===== config.mk =====
export PLATFORM = sky130hd
export DESIGN_NAME = glom_byte_packer
export DESIGN_NICKNAME = d
export VERILOG_FILES = /design/src/rtl/glom_byte_packer.sv
export SDC_FILE = /design/constraint.sdc
export NUM_CORES = 1
export LEC_CHECK = 0
export CAP_MARGIN = 5
export CELL_PAD_IN_SITES_DETAIL_PLACEMENT = 1
export CELL_PAD_IN_SITES_GLOBAL_PLACEMENT = 1
export CORE_MARGIN = 2
export CORE_UTILIZATION = 47
export CTS_CLUSTER_SIZE = 40
export DETAILED_ROUTE_END_ITERATION = 8
export PLACE_DENSITY_LB_ADDON = 0.05
export SYNTH_ARGS = -nofsm -noshare
export SYNTH_HDL_FRONTEND = slang
export SYNTH_SLANG_ARGS = --single-unit

===== constraint.sdc =====
create_clock -name clk -period 3.7 [get_ports clk]
set_input_delay 0.37 -clock clk [delete_from_list [all_inputs] [get_ports clk]]
set_output_delay 0.37 -clock clk [all_outputs]
set_load 0.005 [all_outputs]

===== src/rtl/glom_byte_packer.sv =====
// rtl/glom_byte_packer.sv - packs glommed bytes into BYTES_PER_WORD-lane words with flush
module glom_byte_packer #(
    parameter int BYTE_W         = 8,
    parameter int BYTES_PER_WORD = 4,
    parameter bit LSB_FIRST      = 1'b1
) (
    input  logic                             clk,
    input  logic                             reset,
    input  logic                             in_valid,
    output logic                             in_ready,
    input  logic [BYTE_W-1:0]                in_byte,
    input  logic                             flush,
    output logic                             out_valid,
    input  logic                             out_ready,
    output logic [BYTE_W*BYTES_PER_WORD-1:0] out_word,
    output logic [3:0]                       out_count
);

    localparam int         WORD_W = BYTE_W * BYTES_PER_WORD;
    localparam logic [3:0] FULL   = 4'(BYTES_PER_WORD);

    typedef enum logic {
        S_FILL,
        S_EMIT
    } state_t;

    state_t              state;
    state_t              state_next;
    logic [3:0]          count;
    logic [3:0]          count_next;
    logic [WORD_W-1:0]   acc;
    logic [WORD_W-1:0]   acc_next;
    logic [WORD_W-1:0]   word_next;
    logic [3:0]          ocount_next;
    logic [WORD_W-1:0]   acc_with_byte;
    logic [3:0]          lane;
    logic                in_xfer;
    logic                out_xfer;

    assign in_ready  = (state == S_FILL);
    assign out_valid = (state == S_EMIT);
    assign in_xfer   = in_valid & in_ready;
    assign out_xfer  = out_valid & out_ready;

    // MSB-first packing fills from the top lane downward.
    assign lane = LSB_FIRST ? count : (FULL - 4'd1 - count);

    always_comb begin
        acc_with_byte = acc;
        for (int i = 0; i < BYTES_PER_WORD; i++) begin
            if (lane == 4'(i)) begin
                acc_with_byte[i*BYTE_W +: BYTE_W] = in_byte;
            end
        end
    end

    always_comb begin
        state_next  = state;
        count_next  = count;
        acc_next    = acc;
        word_next   = out_word;
        ocount_next = out_count;
        case (state)
            S_FILL: begin
                if (in_xfer) begin
                    acc_next   = acc_with_byte;
                    count_next = count + 4'd1;
                end
                // The byte is packed before the flush is considered, so a completing
                // byte plus flush yields exactly one full word.
                if (count_next == FULL) begin
                    state_next  = S_EMIT;
                    word_next   = acc_next;
                    ocount_next = FULL;
                end else if (flush && (count_next != 4'd0)) begin
                    state_next  = S_EMIT;
                    word_next   = acc_next;
                    ocount_next = count_next;
                end
            end
            S_EMIT: begin
                if (out_xfer) begin
                    state_next  = S_FILL;
                    count_next  = 4'd0;
                    acc_next    = '0;
                    word_next   = '0;
                    ocount_next = 4'd0;
                end
            end
            default: begin
                state_next  = S_FILL;
                count_next  = 4'd0;
                acc_next    = '0;
                word_next   = '0;
                ocount_next = 4'd0;
            end
        endcase
    end

    always_ff @(posedge clk or posedge reset) begin
        if (reset) begin
            state     <= S_FILL;
            count     <= 4'd0;
            acc       <= '0;
            out_word  <= '0;
            out_count <= 4'd0;
        end else begin
            state     <= state_next;
            count     <= count_next;
            acc       <= acc_next;
            out_word  <= word_next;
            out_count <= ocount_next;
        end
    end

endmodule

==> flow_metrics.py <==
metrics = {
    "critical_path": {
        "ff2ff_setup_slack_ns": 0.86,
        "r2r-end": "out_word[22]",
        "critical_path_arrival_ns": 3.08,
        "crit_end": "out_word[22]",
        "critPathLaunch": "count[0]",
        "crit_fanout": 18,
        "crit_path_start_kind": "flop",
        "crit_required_ns": 3.94,
        "rr_startpoint": "count[0]",
        "crit_path_end_kind": "flop",
        "path_class": "reg2reg",
        "reg2regPathDepth": 8,
    },
    "power_and_ir_drop": {
        "p_leak_nw": 1.907,
        "switching_share_pct": 32.74,
        "peakVddDrop_v": 0.0003448,
        "switchingPower_mw": 1.084,
        "combPwrFrac_pct": 41.8,
        "power_density_mw_per_mm2": 796.7,
        "seqPwrFrac_pct": 37.6,
        "internal-power_mw": 2.227,
        "p_clk_share_pct": 20.6,
    },
    "timing": {
        "fin_crit_ns": 2.840,
        "maxSlewViolCount": 0,
        "worst_slew_pin_slew_ns": 0.9067,
        "fmaxAchievable_mhz": 352.1,
        "max_slew_margin_pct": 39.56,
        "setup_viol": 0,
        "hold_viol_final": 0,
        "whs_ns": 0.4952,
        "fin_setup_tns_ns": 0,
        "finClkSkew_ns": 0.003848,
        "fin_crit_sh_pct": 76.77,
        "rsz0062_at_grt": "no",
    },
    "layout": {
        "n_antenna_cell": 0,
        "nNetsFinal": 320,
        "stdcell_area_mm2": 0.004156,
        "drive_above_1_share_pct": 16.88,
        "syn2layout_area_growth_pct": 22.95,
        "final_core_util_pct": 60.51,
    },
    "synthesis": {
        "ys_warn_count": 0,
        "async_reset_ff_share_pct": 100.0,
        "synth_seq_area_share_pct": 54.03,
        "synth_most_common_cell": "dfrtp_1",
        "synth_common_cells": "73 x dfrtp_1, 56 x a22o_1, 20 x mux2_4",
        "synth_top_area_share_pct": 54.03,
        "synthesis.nets": 274,
        "postSynthAreaPerCell_um2": 13.15,
        "synth_cell_type_count": 40,
        "ys.flop_type": "dfrtp_1",
        "ys_ff_latch": 73,
        "yosys-top-cells-area": "dfrtp_1 54%, a22o_1 15%, mux2_4 8.9%",
        "synth_edf_count": 0,
        "syn_area_mm2": 0.003381,
        "synthCells": 257,
        "synth_top_area_cell": "dfrtp_1",
    },
    "route": {
        "wl_um": 7462,
        "drtIter0Drc": 71,
        "num_vias": 2285,
        "via_per_inst": 5.656,
        "dr.pass1.iters": 4,
        "drc": 0,
        "ant_nets": 0,
        "wl_per_cell_um": 18.47,
    },
    "global_routing": {
        "antenna_found_initial": 0,
        "grt_pass1_wl_um": 12080,
        "grt_pass1_vias": 2337,
        "grt_remaining_overflow": 0,
        "grt_max_degree": 74,
        "grt_use_total_pct": 20.75,
    },
    "clock_network": {
        "numCtsBuffers": 9,
        "cts-root-buf": "clkbuf_8",
        "hold_buffers": 0,
        "clk_latency_ns": 0.35,
        "htreeDepth": 3,
        "cts_max_path_buffers": 2,
        "cts.sinks": 73,
        "cts_tree": "built",
        "post_cts_resized": 0,
        "post_cts_buffers": 0,
        "path_clk_slew_ns": 0.08,
    },
    "die": {
        "die_x_um": 88.81,
        "die_area_mm2": 0.007887,
        "start_util_pct": 49.22,
        "io_pins": 51,
        "die_y_um": 88.81,
        "rows": 30,
        "core_area_mm2": 0.006869,
    },
    "place": {
        "placed_area_mm2": 0.003939,
        "io_buffers": 50,
        "place_congestion": 0.8255,
        "dpl.hpwl_um": 5078,
    },
    "flow_run": {
        "drv_cap": 0,
    },
    "status": {
        "status": "finished clean",
    },
    "worst_hold_path": {
        "hp-class": "reg2reg",
    },
}
sequential cells by signal, summed over array words and instances, names as in the netlist:
signal and count:
acc 32, out_word 32, count 4, out_count 4, out_valid 1
cells in the final DEF (no fill, tap or decap), types with 2 or more instances in the layout:
master / n
and2_1: 4
buf_4: 8
o2bb2ai_1: 7
bufinv_16: 2
mux2_1: 3
o21ai_0: 5
nor2b_1: 2
mux2i_1: 10
nand2_1: 7
nor2_1: 7
ha_1: 4
inv_1: 5
clkbuf_8: 9
clkdlybuf4s50_1: 50
a21oi_1: 6
a22o_1: 56
mux2_4: 20
dfrtp_1: 73
nand2b_1: 2
a31oi_1: 2
layer usage:
| metal | track usage (%) | vias up | routed length, um |
|---|---|---|---|
| met3 | 3.451 | 13 | 247 |
| met1 | 28.39 | 1172 | 3514 |
| met5 | 0 | - | 0 |
| li1 | - | 1050 | - |
| met4 | 9.504 | 0 | 142 |
| met2 | 32.43 | 50 | 3558 |
worst min-delay path by stage:
stage / startpoint / slack (ns) / end / cells after the start
after detailed placement: out_word[28] / 0.47 / out_word[28] / 1
after global placement: acc[31] / 0.47 / acc[31] / 2
after global routing: out_word[1] / 0.52 / out_word[1] / 1
after CTS: out_word[28] / 0.50 / out_word[28] / 1
after floorplan: acc[31] / 0.45 / acc[31] / 2
final: out_word[30] / 0.50 / out_word[30] / 1
kinds of logic (layout without fill, tap and decap cells):
logic type	Yosys count	count (layout)	synth area share, %
AOI/OAI and AO/OA	86	86	21.43
xor gates and xnor gates	1	1	0.2591
adders and majority gates	4	4	1.480
buffers and inverters	29	80	4.293
DFF	73	73	54.03
muxes	34	34	13.18
and+or+nand+nor	30	30	5.329
power groups by stage:
stage | logic, mW | clock network, mW | registers (mW)
floorplan | 0.949 | 0 | 1.22
finish | 1.38 | 0.682 | 1.25
global placement | 1.35 | 0 | 1.25
detailed placement | 1.39 | 0 | 1.26
CTS | 1.40 | 0.698 | 1.25
global route | 1.51 | 0.727 | 1.28
metrics by stage:
stage / total power, mW / worst slack [ns] / cells
CTS: 3.350 / 0.8519 / 404
global placement: 2.604 / 0.9052 / 388
global route: 3.524 / 0.7414 / 404
floorplan: 2.169 / 1.219 / 257
detailed placement: 2.651 / 0.8683 / 388
finish: 3.311 / 0.8596 / 404
area by class of cell:
type	count	area, um^2
Clock buffer	10	127.6
Inverter	6	22.52
Fill cell	706	2713
Timing Repair Buffer	58	560.5
Multi-Input combinational cell	155	1409
Clock inverter	6	90.09
Sequential cell	73	1827
Tap cell	96	120.1
worst max-delay path, cell delays in order (launching register included):
cell	delay (ns)
dfrtp_1	0.51
inv_1	0.13
ha_1	0.35
and4bb_1	0.28
a31oi_1	0.09
o311a_4	0.45
a211oi_4	0.17
buf_4	0.35
mux2_2	0.37
(Power assumes the default switching activity.)
